`src/rtl/btn_conditioner_if.sv`:
```
// Button conditioner signal bundle: raw pins in, debounced level and pulses out.
interface btn_conditioner_if #(
   parameter int N_BTN = 3
);
   logic [N_BTN-1:0] btn_raw;
   logic [N_BTN-1:0] btn_level;
   logic [N_BTN-1:0] btn_press;
   logic [N_BTN-1:0] btn_release;

   modport master (
      output btn_raw,
      input  btn_level,
      input  btn_press,
      input  btn_release
   );

   modport slave (
      input  btn_raw,
      output btn_level,
      output btn_press,
      output btn_release
   );
endinterface

```
`src/rtl/btn_conditioner.sv`:
```
// Push-button synchroniser + per-bit debouncer with press/release pulses.
// Optional auto-repeat of btn_press while held: define BTN_REPEAT_EN.
module btn_conditioner #(
   parameter int N_BTN         = 3,
   parameter int DB_CYCLES     = 2_000_000,
   parameter int HOLD_CYCLES   = 50_000_000,
   parameter int REPEAT_CYCLES = 10_000_000
) (
   input  logic               clk,
   input  logic               reset_n,
   btn_conditioner_if.slave   bus
);

   localparam int CW = $clog2(DB_CYCLES + 1);
   localparam logic [CW-1:0] DB_LAST = CW'(DB_CYCLES - 1);

   if (DB_CYCLES < 2 || HOLD_CYCLES < 1 || REPEAT_CYCLES < 1) begin : g_bad_param
      $error("btn_conditioner: illegal cycle parameters");
   end

   typedef enum logic {IDLE, PRESSED} state_e;

   state_e           st_q  [N_BTN];
   state_e           st_d  [N_BTN];
   logic [CW-1:0]    cnt_q [N_BTN];
   logic [CW-1:0]    cnt_d [N_BTN];
   logic [N_BTN-1:0] s1_q, s2_q;
   logic [N_BTN-1:0] press_q, press_d;
   logic [N_BTN-1:0] rel_q, rel_d;
   logic [N_BTN-1:0] level;

`ifdef BTN_REPEAT_EN
   localparam int HMAX = (HOLD_CYCLES > REPEAT_CYCLES) ? HOLD_CYCLES : REPEAT_CYCLES;
   localparam int HW = $clog2(HMAX + 1);
   localparam logic [HW-1:0] H_LAST = HW'(HOLD_CYCLES - 1);
   localparam logic [HW-1:0] R_LAST = HW'(REPEAT_CYCLES - 1);

   logic [HW-1:0]    hold_q [N_BTN];
   logic [HW-1:0]    hold_d [N_BTN];
   logic [N_BTN-1:0] rep_q, rep_d;
`endif

   always_comb begin
      for (int i = 0; i < N_BTN; i++) begin
         st_d[i]    = st_q[i];
         cnt_d[i]   = cnt_q[i];
         press_d[i] = 1'b0;
         rel_d[i]   = 1'b0;
`ifdef BTN_REPEAT_EN
         hold_d[i]  = hold_q[i];
         rep_d[i]   = rep_q[i];
`endif
         unique case (st_q[i])
            IDLE: begin
               if (s2_q[i]) begin
                  if (cnt_q[i] == DB_LAST) begin
                     st_d[i]    = PRESSED;
                     cnt_d[i]   = '0;
                     press_d[i] = 1'b1;
                  end else begin
                     cnt_d[i] = cnt_q[i] + CW'(1);
                  end
               end else begin
                  cnt_d[i] = '0;
               end
`ifdef BTN_REPEAT_EN
               hold_d[i] = '0;
               rep_d[i]  = 1'b0;
`endif
            end
            PRESSED: begin
               if (!s2_q[i]) begin
                  if (cnt_q[i] == DB_LAST) begin
                     st_d[i]  = IDLE;
                     cnt_d[i] = '0;
                     rel_d[i] = 1'b1;
                  end else begin
                     cnt_d[i] = cnt_q[i] + CW'(1);
                  end
               end else begin
                  cnt_d[i] = '0;
               end
`ifdef BTN_REPEAT_EN
               // First repeat waits HOLD, later ones REPEAT; any low sample restarts
               if (!s2_q[i]) begin
                  hold_d[i] = '0;
                  rep_d[i]  = 1'b0;
               end else if (hold_q[i] == (rep_q[i] ? R_LAST : H_LAST)) begin
                  hold_d[i]  = '0;
                  rep_d[i]   = 1'b1;
                  press_d[i] = 1'b1;
               end else begin
                  hold_d[i] = hold_q[i] + HW'(1);
               end
`endif
            end
         endcase
      end
   end

   always_ff @(posedge clk) begin
      if (!reset_n) begin
         s1_q    <= '0;
         s2_q    <= '0;
         press_q <= '0;
         rel_q   <= '0;
         for (int i = 0; i < N_BTN; i++) begin
            st_q[i]  <= IDLE;
            cnt_q[i] <= '0;
         end
      end else begin
         s1_q    <= bus.btn_raw;
         s2_q    <= s1_q;
         press_q <= press_d;
         rel_q   <= rel_d;
         for (int i = 0; i < N_BTN; i++) begin
            st_q[i]  <= st_d[i];
            cnt_q[i] <= cnt_d[i];
         end
      end
   end

`ifdef BTN_REPEAT_EN
   always_ff @(posedge clk) begin
      if (!reset_n) begin
         rep_q <= '0;
         for (int i = 0; i < N_BTN; i++) begin
            hold_q[i] <= '0;
         end
      end else begin
         rep_q <= rep_d;
         for (int i = 0; i < N_BTN; i++) begin
            hold_q[i] <= hold_d[i];
         end
      end
   end
`endif

   always_comb begin
      level = '0;
      for (int i = 0; i < N_BTN; i++) begin
         level[i] = (st_q[i] == PRESSED);
      end
   end

   assign bus.btn_level   = level;
   assign bus.btn_press   = press_q;
   assign bus.btn_release = rel_q;

endmodule
```
`src/flat_wrapper.sv`:
```
// flat-port wrapper written by rule: the top's interface ports become plain ports
module btn_conditioner_flat 
#(
   parameter int N_BTN         = 3,
   parameter int DB_CYCLES     = 2_000_000,
   parameter int HOLD_CYCLES   = 50_000_000,
   parameter int REPEAT_CYCLES = 10_000_000
)
  (clk, reset_n, bus_btn_raw, bus_btn_level, bus_btn_press, bus_btn_release);
  btn_conditioner_if #(.N_BTN(N_BTN)) bus_i ();
  input  logic clk;
  input  logic reset_n;
  input wire logic [$bits(bus_i.btn_raw)-1:0] bus_btn_raw;
  output wire logic [$bits(bus_i.btn_level)-1:0] bus_btn_level;
  output wire logic [$bits(bus_i.btn_press)-1:0] bus_btn_press;
  output wire logic [$bits(bus_i.btn_release)-1:0] bus_btn_release;
  assign bus_i.btn_raw = bus_btn_raw;
  assign bus_btn_level = bus_i.btn_level;
  assign bus_btn_press = bus_i.btn_press;
  assign bus_btn_release = bus_i.btn_release;
  btn_conditioner #(.N_BTN(N_BTN), .DB_CYCLES(DB_CYCLES), .HOLD_CYCLES(HOLD_CYCLES), .REPEAT_CYCLES(REPEAT_CYCLES)) u_core (.clk(clk), .reset_n(reset_n), .bus(bus_i));
endmodule
```
`config.mk`:
```
export PLATFORM = sky130hd
export DESIGN_NAME = btn_conditioner_flat
export DESIGN_NICKNAME = d
export VERILOG_FILES = /design/src/rtl/btn_conditioner_if.sv /design/src/rtl/btn_conditioner.sv /design/src/flat_wrapper.sv
export SDC_FILE = /design/constraint.sdc
export NUM_CORES = 1
export LEC_CHECK = 0
export ABC_AREA = 1
export BUFFER_PORTS_ARGS = -buffer_cell sky130_fd_sc_hd__buf_2
export CAP_MARGIN = 25
export CORE_MARGIN = 1.5
export CORE_UTILIZATION = 35
export DETAILED_ROUTE_END_ITERATION = 8
export SYNTH_ARGS = -nofsm -noshare
export SYNTH_HDL_FRONTEND = slang
export SYNTH_SLANG_ARGS = --single-unit
```
`constraint.sdc`:
```
create_clock -name clk -period 1.5 [get_ports clk]
set_input_delay 0.225 -clock clk [delete_from_list [all_inputs] [get_ports clk]]
set_output_delay 0.225 -clock clk [all_outputs]
set_load 0.05 [all_outputs]
```
==> flow_summary_export.csv, run 1 <==
group,metric,value,unit
drt,dr_total_vias,3397,
global_route,gr-usage-met2,24.4,%
critical_path,crit_slowest_cell,"dfxtp_2",
critical_path,reg2reg_setup_slack,0.1,ns
logic_synthesis,yosys.area.top_type,"dfxtp_1",
logic_synthesis,netlist.area_leader.share,41.2,%
run,maxCapViolCount,0,
drt,detail-route-antenna-nets,0,
critical_path,start_kind,"flip-flop",
global_route,antenna_found_initial,0,
timing,report.final.slew_viol_count,0,
finish,syn2layout_area_growth,16.3,%
place,gp_congestion,0.844,
finish,diodes,0,
logic_synthesis,synth_area,3790,um2
logic_synthesis,synth_area_per_cell,6.65,um2
drt,drt-initial-drc-count,119,
drt,avgRoutedWirePerCell,10.6,um
critical_path,crit_arrival,1.65,ns
timing,fin_crit_sh,93.5,%
cts,cts_buffers,9,
finish,final_util,42.3,%
power_and_ir_drop,power.total,3.70,mW
global_route,gr-max-usage-layer,"met2",
cts,cts_sinks,78,
cts,cts_tree,"done",
cts,root_buffer,"clkbuf_8",
cts,hold_buffers,0,
cts,clock_path_buffers,2,
drt,viasPerCell,4.56,
cts,h-tree-depth,3,
timing,period_minus_slack,1.40,ns
global_route,grt_pass1_vias,3152,
cts,worstSkewPairLatency,0.35,ns
floorplan,coreArea,10400,um2
floorplan,dieWidth,107,um
global_route,grt_max_degree,18,
finish,nFillCells,1102,
drt,drc_errors,0,
timing,tns,0,ns
floorplan,num_io_pins,14,
outcome,status,"finished, final reports clean",
timing,max_freq,713,MHz
drt,wl,7920,um
global_route,grt_remaining_overflow,0,
critical_path,required,1.74,ns
floorplan,row_count,37,
critical_path,slowest_delay,0.34,ns
floorplan,dieHeight,107,um
logic_synthesis,netlist_instances,570,
logic_synthesis,ys_warn_count,0,
timing,slew_headroom,69.8,%
logic_synthesis,ys_top_cells_by_count,"nand2_1 (149), nor2_1 (130), dfxtp_1 (78)",
logic_synthesis,syn_nets,578,
drt,firstDrtPassIters,4,
global_route,grtUsageTotal,14.6,%
logic_synthesis,synth_seq_cells,78,
place,dpl.hpwl,5860,um
timing,rsz0062_at_grt,"true",
timing,final_hold_viol_count,0,
finish,nets,613,
floorplan,start_util,36.4,%
timing,finalSetupViolCount,0,
timing,worstMarginPinSlew,0.448,ns
logic_synthesis,synth.most_common_cell,"nand2_1",
critical_path,end_kind,"flip-flop",
power_and_ir_drop,power.leakage,1.72,nW
global_route,met3_usage,2.19,%
logic_synthesis,synthTopCellsByArea,"dfxtp_1 (41%), nand2_1 (15%), nor2_1 (13%)",
floorplan,die_area,11500,um2
place,io_buffer_count,13,
logic_synthesis,synth-async-reset-ratio,0,%
worst_hold_path,holdCritPathClass,"input pin to flip-flop",
critical_path,worstSetupPathType,"flip-flop to flip-flop",
finish,drive_gt1_share,15.8,%
critical_path,cp_max_fo,5,
power_and_ir_drop,peakVddDrop,0.418,mV
power_and_ir_drop,powerDensity,840,nW/um2
timing,finClkSkew,0.0125,ns
cts,clk_pin_slew,0.08,ns
global_route,grt_pass1_wl,13500,um
global_route,gr-usage-met1,18.5,%
logic_synthesis,synthFlopType,"dfxtp_1",
logic_synthesis,yosysUniqueCellTypes,27,
logic_synthesis,synth-edff-count,0,
logic_synthesis,yosysSeqAreaShare,41.2,%
critical_path,crit_chain,"ha_2, nand2_2, inv_2, nand2_1, nor2_2, nand3_2, nand2_4, buf_6, nor3_1",
registers in the layout (all words and copies together) (netlist names), named ones only:
name,cells
u_core.cnt_q,63
u_core.s2_q,3
u_core.s1_q,3
u_core.bus.btn_press,3
u_core.bus.btn_release,3
timing repair:
item,CTS,global route
gates cloned,0,1
setup endpoints to repair,5,54
buffers inserted,0,3
pin swaps,0,5
gates resized for setup,3,28
layout by cell type, fill, tap and decap left out, drive strengths merged, types with 2 or more instances in the layout:
cell / n
nand2: 161
nor2: 146
dfxtp: 78
inv: 71
nand3: 38
buf: 27
nor3: 21
a21oi: 13
clkbuf: 11
xor2: 8
nand4: 6
xnor2: 6
o21ai: 5
or2: 4
nand3b: 3
ha: 3
nor3b: 2
clkinv: 2
power by group:
group	leakage, nW	switching, mW	internal [mW]
Clock	0.0952	0.754	0.800
Sequential	0.632	0.00583	2.08
Combinational	0.996	0.0419	0.0242
Total	1.72	0.802	2.90
cell type report:
type	count	area, um2	area share, %
Tap cell	136	170	3.86
Inverter	71	269	6.10
Clock buffer	11	141	3.21
Multi-Input combinational cell	418	2040	46.2
Timing Repair Buffer	27	178	4.03
Sequential cell	78	1570	35.6
Clock inverter	4	47.5	1.08
final timing paths:
path                                       start                             end  cells after the start
setup / recovery  u_core.cnt_q[0][21]$_SDFF_PN0_  u_core.cnt_q[0][34]$_SDFF_PN0_                      9
hold / removal                    bus_btn_raw[1]       u_core.s1_q[1]$_SDFF_PN0_                      3
setup reg to reg  u_core.cnt_q[0][21]$_SDFF_PN0_  u_core.cnt_q[0][34]$_SDFF_PN0_                      9
hold reg to reg        u_core.s1_q[0]$_SDFF_PN0_       u_core.s2_q[0]$_SDFF_PN0_                      2
routing by layer:
layer | up-vias | part of all wire (%)
li1 | 1830 | -
met1 | 1511 | 49
met2 | 45 | 47
met3 | 11 | 2.6
met4 | 0 | 1.4
met5 | - | 0
critical path, delay by kind of cell, from the launching register on:
family	cells	cell delay (ns)
and+or+nand+nor	6	0.58
DFF	1	0.34
buffers and inverters	2	0.20
adders and majority gates	1	0.18
cells by family after synthesis:
family / share of synthesized area (%)
fa+ha+maj: 0.990
simple gates: 44.3
buf+inv: 7.92
flops: 41.2
compound gates: 2.38
xor+xnor: 3.23
stage by stage:
step,hold slack (ns),setup slack (ns),instance area (um2),std cells
2_1_floorplan,0.323,0.0985,3790,570
3_3_place_gp,0.415,0.0752,4080,726
3_5_place_dp,0.421,0.00676,4080,726
4_1_cts,0.0489,0.0108,4280,741
5_1_grt,0.0689,-0.0137,4410,745
6_report,0.0596,0.0974,4410,745
Power figures use the tool's default switching activity.
==> run 2: changes to the inputs <==
- CTS_BUF_LIST: default -> sky130_fd_sc_hd__clkbuf_4 sky130_fd_sc_hd__clkbuf_8
- CTS_CLUSTER_SIZE: default -> 14
- clock period: 1.5 -> 1.4 ns (I/O delays scaled with it)
==> flow_summary_export.csv, run 2 (synthesis results as in run 1) <==
group,metric,value,unit
finish,final_cells,769,
timing,finalSetupViolCount,0,
critical_path,worstSetupPathType,"flip-flop to flip-flop",
power_and_ir_drop,peakVddDrop,0.499,mV
global_route,gr-usage-met2,25.0,%
cts,cts_sinks,78,
critical_path,crit_arrival,1.62,ns
floorplan,dieWidth,107,um
global_route,grtUsageTotal,15.1,%
drt,viasPerCell,4.53,
drt,wl,8370,um
worst_hold_path,holdCritPathClass,"input pin to flip-flop",
worst_hold_path,min_from,"bus_btn_raw[1]",
global_route,gr-usage-met1,18.3,%
place,gp_congestion,0.856,
global_route,met3_usage,3.95,%
critical_path,r2r_start,"u_core.cnt_q[0][42]$_SDFF_PN0_",
timing,worstMarginPinSlew,0.434,ns
cts,worstSkewPairLatency,0.36,ns
finish,diodes,0,
timing,tns,0,ns
timing,final_hold_viol_count,0,
finish,nets,636,
timing,finClkSkew,0.0102,ns
critical_path,required,1.67,ns
timing,hold_slack,0.0448,ns
critical_path,critPathLaunch,"u_core.cnt_q[0][42]$_SDFF_PN0_",
global_route,grt_pass1_wl,13800,um
outcome,status,"finished, final reports clean",
global_route,grt_remaining_overflow,0,
finish,regMostFlops,"u_core.cnt_q",
timing,rsz0062_at_grt,"true",
floorplan,dieHeight,107,um
cts,clk_pin_slew,0.09,ns
finish,layout_common_cells,"nand2_1 (139), nor2_1 (117), inv_1 (66)",
cts,clock_path_buffers,2,
critical_path,cp_max_fo,7,
run,maxCapViolCount,0,
drt,drt-initial-drc-count,95,
cts,root_buffer,"clkbuf_8",
finish,final_util,45.2,%
floorplan,num_io_pins,14,
global_route,gr-max-usage-layer,"met2",
critical_path,start_kind,"flip-flop",
place,io_buffer_count,13,
global_route,grt_pass1_vias,3233,
power_and_ir_drop,power.leakage,1.85,nW
global_route,antenna_found_initial,0,
floorplan,die_area,11500,um2
timing,max_freq,740,MHz
drt,firstDrtPassIters,8,
drt,avgRoutedWirePerCell,10.9,um
drt,drc_errors,0,
drt,detail-route-antenna-nets,0,
floorplan,coreArea,10400,um2
timing,report.final.slew_viol_count,0,
finish,largest_reg_flops,63,
timing,finalWorstSetupSlack,0.0494,ns
timing,period_minus_slack,1.35,ns
cts,cts_buffers,9,
place,dpl-instance-area,4210,um2
power_and_ir_drop,power.total,3.84,mW
finish,drive_gt1_share,24.2,%
place,dpl.hpwl,6010,um
floorplan,start_util,36.4,%
drt,dr_total_vias,3487,
place,pre_cts_slack,-0.0717,ns
global_route,grt_max_degree,18,
cts,h-tree-depth,3,
timing,fin_crit_sh,96.5,%
finish,design_area,4710,um2
floorplan,row_count,37,
finish,syn2layout_area_growth,24.3,%
critical_path,end_kind,"flip-flop",
cts,cts_tree,"done",
timing,slew_headroom,70.8,%
power_and_ir_drop,powerDensity,814,nW/um2
place,place_inst,744,
finish,final_common_cell,"nand2_1",
## run 2: changes by cell type in the layout (fill, tap and decap cells not counted), moves of 2 or more
| cell | previous run | this run |
|---|---|---|
| nand3_2 | 3 | 6 |
| nand2_2 | 12 | 15 |
| nand2_1 | 144 | 139 |
| nor2_4 | 11 | 15 |
| buf_4 | 12 | 33 |
| nor2_2 | 8 | 14 |
| nand2_4 | 3 | 5 |
| dfxtp_1 | 73 | 61 |
| nand3_1 | 35 | 32 |
| ha_4 | 1 | 3 |
| dfxtp_2 | 5 | 17 |
| clkinv_4 | 0 | 3 |
| ha_2 | 2 | 0 |
| nor2_1 | 127 | 117 |
## run 2: routing by layer
| metal | part of all wire (%) | vias to the layer above |
|---|---|---|
| met1 | 48 | 1560 |
| met5 | 0 | - |
| met3 | 3.0 | 10 |
| met2 | 48 | 38 |
| met4 | 1.6 | 0 |
| li1 | - | 1879 |
## run 2: final timing paths
check | end | slack, ns | cells past startpoint
max | u_core.cnt_q[0][56]$_SDFF_PN0_ | 0.05 | 9
min | u_core.s1_q[1]$_SDFF_PN0_ | 0.04 | 3
max reg2reg | u_core.cnt_q[0][56]$_SDFF_PN0_ | 0.05 | 9
min reg2reg | u_core.s2_q[1]$_SDFF_PN0_ | 0.42 | 2
## run 2: timing repair
item                       4_1_cts  5_1_grt
setup buffers                    1        6
setup endpoints to repair       37       62
hold endpoints to repair         0        0
gates resized for setup         14       59
gates cloned                     0        2
hold buffers                     0        0
pin swaps                        2       14
## run 2: final cells by class
| type | count | area, um2 |
|---|---|---|
| Clock buffer | 9 | 124 |
| Clock inverter | 7 | 51.3 |
| Fill cell | 1050 | 5700 |
| Inverter | 71 | 272 |
| Multi-Input combinational cell | 419 | 2170 |
| Sequential cell | 78 | 1580 |
| Tap cell | 136 | 170 |
| Timing Repair Buffer | 49 | 347 |
## run 2: worst max-delay path: stages, from the launching register on
cell     delay [ns]
dfxtp_2        0.36
ha_4           0.15
nand2_4        0.07
nor2_4         0.12
nand2_4        0.08
nor2_4         0.19
buf_4          0.13
nand3_1        0.05
nand2_1        0.07
nor2_1         0.03
## run 2: where the power goes
group	leakage, nW	internal [mW]	switching [mW]
Clock	0.0852	0.645	0.878
Sequential	0.638	2.23	0.00606
Combinational	1.13	0.0333	0.0479
Total	1.85	2.90	0.932
